File: config.mk
export PLATFORM = sky130hd
export DESIGN_NAME = gmii_rx
export DESIGN_NICKNAME = d
export VERILOG_FILES = /design/src/rtl/gmii_rx_pkg.sv /design/src/rtl/crc32_d8.sv /design/src/rtl/gmii_rx.sv
export SDC_FILE = /design/constraint.sdc
export NUM_CORES = 1
export LEC_CHECK = 0
export ABC_CLOCK_PERIOD_IN_PS = 2810
export CAP_MARGIN = 20
export CORE_MARGIN = 10
export CORE_UTILIZATION = 53
export DETAILED_ROUTE_END_ITERATION = 7
export GPL_ROUTABILITY_DRIVEN = 0
export PLACE_DENSITY = 0.79
export SKIP_CTS_REPAIR_TIMING = 1
export SKIP_LAST_GASP = 1
export SLEW_MARGIN = 5
export SYNTH_ARGS = -nofsm -noshare
export SYNTH_HDL_FRONTEND = slang
export SYNTH_SLANG_ARGS = --single-unit
File: constraint.sdc
create_clock -name rx_clk -period 2.81 [get_ports rx_clk]
set_input_delay 0.281 -clock rx_clk [delete_from_list [all_inputs] [get_ports rx_clk]]
set_output_delay 0.281 -clock rx_clk [all_outputs]
set_load 0.05 [all_outputs]
File: src/rtl/gmii_rx_pkg.sv
// gmii_rx_pkg: shared constants for the GMII receive deframer
// Holds the FSM state type, preamble/SFD bytes, record kinds and lengths,
// and the CRC-32 constants plus a 32-bit bit-reverse helper.
package gmii_rx_pkg;
   typedef enum logic [2:0] {S_IDLE, S_PRE, S_HDR, S_PHDR, S_VID, S_AUD, S_FCS, S_DROP} state_t;
   localparam logic [7:0]  PRE_BYTE    = 8'h55;
   localparam logic [7:0]  SFD_BYTE    = 8'hD5;
   localparam logic [7:0]  KIND_VID    = 8'h01;
   localparam logic [7:0]  KIND_AUD    = 8'h02;
   localparam logic [3:0]  HDR_LAST    = 4'd13;
   localparam logic [2:0]  VID_LAST    = 3'd5;
   localparam logic [2:0]  AUD_LAST    = 3'd2;
   localparam logic [31:0] CRC_POLY    = 32'h04C11DB7;
   localparam logic [31:0] CRC_INIT    = 32'hFFFFFFFF;
   localparam logic [31:0] CRC_RESIDUE = 32'hC704DD7B;
   function automatic logic [31:0] bitrev32(input logic [31:0] x);
      logic [31:0] r;
      for (int i = 0; i < 32; i++) r[i] = x[31-i];
      return r;
   endfunction
endpackage

File: src/rtl/crc32_d8.sv
// crc32_d8: one-byte-per-cycle reflected CRC-32 update
// Ports: crc_i current register, d_i data byte (LSB first on the wire), crc_o updated register.
module crc32_d8
   import gmii_rx_pkg::*;
(
   input  logic [31:0] crc_i,
   input  logic [7:0]  d_i,
   output logic [31:0] crc_o
);
   localparam logic [31:0] POLY_R = bitrev32(CRC_POLY);
   always_comb begin
      crc_o = crc_i;
      for (int i = 0; i < 8; i++) crc_o = {1'b0, crc_o[31:1]} ^ ((crc_o[0] ^ d_i[i]) ? POLY_R : 32'd0);
   end
endmodule

File: src/rtl/gmii_rx.sv
// gmii_rx: GMII receive deframer writing video/audio records into rx FIFOs
// Ports: rx_clk/sys_rst_n clock and async active-low reset; rx_dv/rx_er/rxd GMII pins;
// id node id; vfifo_*/afifo_* record FIFO write side; frame_done/frame_err end-of-frame
// pulses; drop_cnt saturating count of errored frames.
// Build option: CRC_CHECK_EN adds an FCS residue check; without it FCS bytes are only counted.
module gmii_rx
   import gmii_rx_pkg::*;
#(
   parameter logic [15:0] ETHERTYPE = 16'h88B5,
   parameter logic [10:0] VID_MAX   = 11'd200,
   parameter logic [10:0] AUD_MAX   = 11'd32,
   parameter int          CNT_W     = 16
) (
   input  logic             rx_clk,
   input  logic             sys_rst_n,
   input  logic             rx_dv,
   input  logic             rx_er,
   input  logic [7:0]       rxd,
   input  logic             id,
   output logic [47:0]      vfifo_din,
   output logic             vfifo_wr_en,
   input  logic             vfifo_full,
   output logic [23:0]      afifo_din,
   output logic             afifo_wr_en,
   input  logic             afifo_full,
   output logic             frame_done,
   output logic             frame_err,
   output logic [CNT_W-1:0] drop_cnt
);
   state_t state_q, state_d;
   logic dv_q, er_q, vid_q, vid_d, ovf_q, ovf_d, vwr_q, vwr_d, awr_q, awr_d;
   logic done_q, done_d, err_q, err_d, body, full, crc_ok;
   logic [7:0] d_q;
   logic [3:0] cnt_q, cnt_d;
   logic [39:0] sr_q, sr_d;
   logic [10:0] rec_q, rec_d, lim;
   logic [47:0] vdin_q, vdin_d, word;
   logic [23:0] adin_q, adin_d;
   logic [CNT_W-1:0] drop_q, drop_d;
   logic [2:0] last;
   // word: the last six received bytes, newest in the low byte
   assign word = {sr_q, d_q};
   assign lim  = vid_q ? VID_MAX : AUD_MAX;
   assign last = state_q == S_VID ? VID_LAST : AUD_LAST;
   assign full = state_q == S_VID ? vfifo_full : afifo_full;
   assign body = state_q inside {S_HDR, S_PHDR, S_VID, S_AUD, S_FCS};
`ifdef CRC_CHECK_EN
   logic [31:0] crc_q, crc_d, crc_nx;
   crc32_d8 u_crc (.crc_i(crc_q), .d_i(d_q), .crc_o(crc_nx));
   // CRC covers dst through FCS; it is re-seeded every preamble byte
   assign crc_d  = state_q == S_PRE ? CRC_INIT : (body && dv_q) ? crc_nx : crc_q;
   assign crc_ok = bitrev32(crc_q) == CRC_RESIDUE;
   always_ff @(posedge rx_clk or negedge sys_rst_n)
      if (!sys_rst_n) crc_q <= CRC_INIT;
      else crc_q <= crc_d;
`else
   assign crc_ok = 1'b1;
`endif
   always_comb begin
      state_d = state_q;
      cnt_d   = cnt_q;
      sr_d    = {sr_q[31:0], d_q};
      rec_d   = rec_q;
      vid_d   = vid_q;
      ovf_d   = ovf_q;
      vdin_d  = vdin_q;
      adin_d  = adin_q;
      vwr_d   = 1'b0;
      awr_d   = 1'b0;
      done_d  = 1'b0;
      err_d   = 1'b0;
      if (state_q == S_DROP) begin
         state_d = dv_q ? S_DROP : S_IDLE;
         err_d   = !dv_q;
      end else if (dv_q && er_q) begin
         state_d = S_DROP;
      end else if (!dv_q) begin
         // only FCS with exactly four bytes and no overflow ends cleanly; PRE/IDLE end silently
         done_d  = body && state_q == S_FCS && cnt_q == 4'd4 && !ovf_q && crc_ok;
         err_d   = body && !done_d;
         state_d = S_IDLE;
      end else begin
         case (state_q)
            S_IDLE: state_d = d_q == PRE_BYTE ? S_PRE : S_DROP;
            S_PRE: begin
               cnt_d   = '0;
               ovf_d   = 1'b0;
               state_d = d_q == SFD_BYTE ? S_HDR : d_q == PRE_BYTE ? S_PRE : S_DROP;
            end
            S_HDR: begin
               cnt_d = cnt_q == HDR_LAST ? '0 : cnt_q + 4'd1;
               if (cnt_q == HDR_LAST) state_d = word[15:0] == ETHERTYPE ? S_PHDR : S_DROP;
            end
            S_PHDR: begin
               cnt_d = cnt_q + 4'd1;
               if (cnt_q == 4'd0 && d_q != {7'd0, id}) state_d = S_DROP;
               if (cnt_q == 4'd1) begin
                  vid_d = d_q == KIND_VID;
                  if (d_q != KIND_VID && d_q != KIND_AUD) state_d = S_DROP;
               end
               if (cnt_q == 4'd3) begin
                  cnt_d   = '0;
                  rec_d   = word[10:0];
                  state_d = (word[15:0] == 16'd0 || word[15:0] > {5'd0, lim}) ? S_DROP : vid_q ? S_VID : S_AUD;
               end
            end
            S_VID, S_AUD: begin
               cnt_d = cnt_q + 4'd1;
               if (cnt_q == {1'b0, last}) begin
                  // a record hitting a full FIFO is dropped but the frame keeps parsing
                  cnt_d   = '0;
                  rec_d   = rec_q - 11'd1;
                  state_d = rec_q == 11'd1 ? S_FCS : state_q;
                  ovf_d   = ovf_q | full;
                  vwr_d   = state_q == S_VID && !full;
                  awr_d   = state_q == S_AUD && !full;
                  vdin_d  = vwr_d ? word : vdin_q;
                  adin_d  = awr_d ? word[23:0] : adin_q;
               end
            end
            S_FCS: begin
               cnt_d   = cnt_q + 4'd1;
               state_d = cnt_q == 4'd4 ? S_DROP : S_FCS;
            end
            default: state_d = S_IDLE;
         endcase
      end
   end
   assign drop_d = (err_d && !(&drop_q)) ? drop_q + 1'b1 : drop_q;
   always_ff @(posedge rx_clk or negedge sys_rst_n)
      if (!sys_rst_n) begin
         dv_q    <= 1'b0;
         er_q    <= 1'b0;
         d_q     <= '0;
         state_q <= S_IDLE;
         cnt_q   <= '0;
         sr_q    <= '0;
         rec_q   <= '0;
         vid_q   <= 1'b0;
         ovf_q   <= 1'b0;
         vdin_q  <= '0;
         adin_q  <= '0;
         vwr_q   <= 1'b0;
         awr_q   <= 1'b0;
         done_q  <= 1'b0;
         err_q   <= 1'b0;
         drop_q  <= '0;
      end else begin
         dv_q    <= rx_dv;
         er_q    <= rx_er;
         d_q     <= rxd;
         state_q <= state_d;
         cnt_q   <= cnt_d;
         sr_q    <= sr_d;
         rec_q   <= rec_d;
         vid_q   <= vid_d;
         ovf_q   <= ovf_d;
         vdin_q  <= vdin_d;
         adin_q  <= adin_d;
         vwr_q   <= vwr_d;
         awr_q   <= awr_d;
         done_q  <= done_d;
         err_q   <= err_d;
         drop_q  <= drop_d;
      end
   assign vfifo_din   = vdin_q;
   assign vfifo_wr_en = vwr_q;
   assign afifo_din   = adin_q;
   assign afifo_wr_en = awr_q;
   assign frame_done  = done_q;
   assign frame_err   = err_q;
   assign drop_cnt    = drop_q;
endmodule

==> metrics.md <==
| Metric | Value |
|---|---|
| Top cell by count, worst path | `inv_1` |
| Hold/Removal Path Class | `input port to flop` |
| Compound-cell area share of the yosys netlist | `under 10%` |
| Delay of the slowest cell on the worst path | `about 530 ps` |
| Fmax | `~0.42 GHz` |
| Top cell type's share of synthesized area | `61.8%` |
| Starting utilization of the core area | `a little over half` |
| Area Growth Syn to Fin | `28.0%` |
| Worst path slowest cell | `dfrtp_1` |
| Final worst-path cycle share | `between 80% and 90%` |
| Final instance area | `0.00840 mm^2` |
| Die width | `131 um` |
| Top cell family by delay on the critical path | `buffers and inverters` |
| Crit Path Category | `flop to flop` |
| Post-route ant nets | `0` |
| RSZ-0062 raised after global routing | `false` |
| Largest cells by area after synthesis | `dfrtp_1 (62%), mux2_2 (13%), ha_1 (2.5%)` |
| Critical Path RT | `3110 ps` |
| Crit path arrival time | `around 2700 ps` |
| Number of flops mapped to enable cells by yosys | `0` |
| Detailed Route WL | `14.3 mm` |
| Diodes inserted | `0` |
| Maximum number of pins on one net before global-route repair | `58` |
| Gate power share | `21.5%` |
| Cts bufs inserted | `17` |
| Sequential standard cell area | `0.00405 mm^2` |
| Count of port buffers added during placement | `106` |
| Mux share of post-synthesis cell area | `13.0%` |
| Buffer type at the clock tree root | `clkbuf_16` |
| Post-synth top flop | `dfrtp_1` |
| Leftover overflow at the end of global routing | `0` |
| I/O pin cnt | `107` |
| Mean area per synthesized cell | `roughly 13 um^2` |
| Clock slew at reported path FFs | `60 ps` |
| Number of antenna violations at the first check in global routing | `0` |
| Initial drt markers | `approximately 360` |
| Clock tree from TritonCTS | `built` |
| Actual slew at the worst max-slew pin | `roughly 530 ps` |
| Half-perimeter wire length after placement | `10.1 mm` |
| Static Leak | `~3.8 nW` |
| Internal power consumption | `4.42 mW` |
| Sequential area share after synthesis | `between 60% and 70%` |
| Total clock sinks | `about 160` |
| First-pass detailed-route iteration total | `5` |
| Post-Synthesis Cell Area | `between 0.006 and 0.007 mm^2` |
| Switching share of total power | `31.4%` |
| Synth Area in XOR/XNOR | `2.27%` |
| First-pass GRT wire length | `24.3 mm` |
| Layout cell share with drive strength beyond 1 | `between 10% and 20%` |
| Number of buffers on the longest clock path | `2` |
| Area of the placeable core | `0.0121 mm^2` |
| Overall fraction of global-route tracks in use | `about 17%` |
| DR DRC count | `0` |
| Outcome | `complete, no violations` |
| Syn Nets | `around 520` |
| Vertical die dimension | `about 130 um` |
| Final setup violating endpoints | `0` |
| Endpoint kind of the worst setup timing path | `flop` |
| Number of core rows | `40` |
| Multi-input combinational cell area | `between 0.002 and 0.0025 mm^2` |
| Ys Warns | `0` |
| Library cell occupying the most area in the post-synthesis netlist | `dfrtp_1` |
| Distinct cell type count after synthesis | `55` |
| Total cell area at the placement stage | `roughly 0.0078 mm^2` |
| Die area | `around 0.017 mm^2` |
| Per-cell routed wire length | `between 15 and 20 um` |
| Number of instances in the synthesized netlist | `about 490` |
| Simple-gate share of the synthesized area | `around 11%` |
| Final min period | `about 2400 ps` |
| Via count | `4372` |
| Combinational family with the most area after synthesis | `multiplexers` |
| Share of flip-flops with an asynchronous set or reset after synthesis | `100%` |
| Nature of the critical path startpoint | `flop` |
| Post-route setup TNS | `0 ps` |
| Latest clock arrival within the worst-skew pair | `approximately 420 ps` |
| Synthesized-area fraction occupied by adder cells | `about 2.5%` |
| Endpoints failing hold | `0` |
| CTS H-Tree Depth | `4` |
| Max-cap check violation count | `0` |
| Mean number of vias per cell | `about 5.5` |
| Max-slew violations | `0` |
| Maximum ir drop on the vdd rail | `around 0.37 mV` |
| NetSw | `~2 mW` |
| Clock skew | `~6.7 ps` |
| Cell chain of the critical path | `inv_1 > ha_1 > inv_1 > nor4_4 > buf_12 > mux2_2` |
| Proportion of power drawn by the clock network | `a little over a third` |
| Sequential power share | `between 40% and 50%` |
| Crit-path max FO | `48` |
| Count of buffering cells on the critical path with inverters included | `3` |
| Number of inserted filler cells in the final layout | `approximately 840` |
| Synthesized flop and latch total | `around 160` |
| Max transition margin | `64.4%` |
| Via count of the first global-routing pass | `roughly 4.6k` |
| Cell Pwr Density | `about 770 mW/mm^2` |
| Nets | `about 640` |
-- cells in the mapped netlist, types with 4 or more instances --
| master | n |
|---|---|
| and3_1 | 5 |
| dfrtp_1 | 162 |
| a21oi_1 | 18 |
| nor3_1 | 4 |
| nor4_1 | 6 |
| clkbuf_1 | 4 |
| a21o_1 | 4 |
| nand2b_1 | 5 |
| nand4_1 | 10 |
| xnor2_1 | 14 |
| nor2_1 | 20 |
| nor4b_1 | 5 |
| o21ai_0 | 16 |
| buf_4 | 5 |
| inv_1 | 14 |
| ha_1 | 13 |
| o22ai_1 | 12 |
| buf_2 | 7 |
| nand2_1 | 20 |
| mux2_2 | 73 |
| nand3_1 | 24 |
-- cell families (layout without fill, tap and decap cells) --
group,after synthesis,in the layout
buf+inv,33,160
mux,76,76
xor+xnor,17,17
simple gates,121,121
compound gates,71,71
fa+ha+maj,13,13
flops,162,162
-- final cells by class --
class / count / share of cell area [%]
Sequential cell: 162 / 48.3
Inverter: 14 / 0.626
Tap cell: 168 / 2.50
Multi-Input combinational cell: 298 / 27.9
Clock buffer: 21 / 5.48
Timing Repair Buffer: 115 / 13.8
Clock inverter: 10 / 1.46
-- final timing paths --
| check | from | end | slack (ps) | cells after the start |
|---|---|---|---|---|
| hold / removal | rxd[1] | d_q[1]$_DFF_PN0_ | 300 | 1 |
| setup reg to reg | state_q[1]$_DFFE_PN0P_ | vfifo_din[7]$_DFFE_PN0P_ | 410 | 6 |
| min in group asynchronous | sys_rst_n | drop_cnt[10]$_DFFE_PN0P_ | 350 | 2 |
| max in group asynchronous | sys_rst_n | d_q[0]$_DFF_PN0_ | 1690 | 3 |
| setup / recovery | state_q[1]$_DFFE_PN0P_ | vfifo_din[7]$_DFFE_PN0P_ | 410 | 6 |
| hold reg to reg | sr_q[21]$_DFF_PN0_ | sr_q[29]$_DFF_PN0_ | 380 | 0 |
-- power by group through the flow --
stage          sequential (mW)  clock [mW]  combinational, mW
3_5_place_dp              2.83           0               1.37
2_1_floorplan             2.92           0              0.850
4_1_cts                   2.79        2.29               1.38
3_3_place_gp              2.81           0               1.33
6_report                  2.80        2.26               1.38
5_1_grt                   2.83        2.41               1.52
-- per-layer routing --
metal | global-route usage (%) | routed length [um] | part of all wire [%]
met3 | 5.03 | 981 | 6.8
met1 | 20.8 | 6030 | 42
met5 | 0 | 0 | 0
met2 | 28.0 | 7100 | 49
met4 | 6.56 | 231 | 1.6
-- registers in the layout (all words and copies together) (netlist names) --
name	flops
vfifo_din	48
sr_q	40
afifo_din	24
drop_cnt	16
rec_q	11
d_q	8
cnt_q	4
state_q	3
afifo_wr_en	1
dv_q	1
er_q	1
frame_done	1
frame_err	1
ovf_q	1
vfifo_wr_en	1
vid_q	1
-- worst reg2reg max path: stages, from the launching register on --
cell	delay [ps]
dfrtp_1	530
inv_1	190
ha_1	340
inv_1	180
nor4_4	350
buf_12	300
mux2_2	400
-- through the flow --
stage / setup WS [ps] / hold WS, ps / cells / util, % / power [mW]
4_1_cts: 418 / -206 / 787 / 69.5 / 6.46
2_1_floorplan: 571 / -14.6 / 493 / - / 3.77
6_report: 410 / 298 / 788 / 69.6 / 6.44
3_3_place_gp: 521 / 227 / 756 / 64.7 / 4.14
5_1_grt: 209 / 289 / 788 / 69.6 / 6.76
3_5_place_dp: 432 / 235 / 756 / 64.7 / 4.20
-- cell usage in the layout, fill, tap and decap left out, drive strengths merged, types with 14 or more instances in the layout --
cell type	count
nand2	20
nor2	20
xnor2	14
clkbuf	21
o21ai	17
mux2	73
clkdlybuf4s50	105
nand3	24
inv	18
dfrtp	162
a21oi	18
Power figures use the tool's default switching activity.
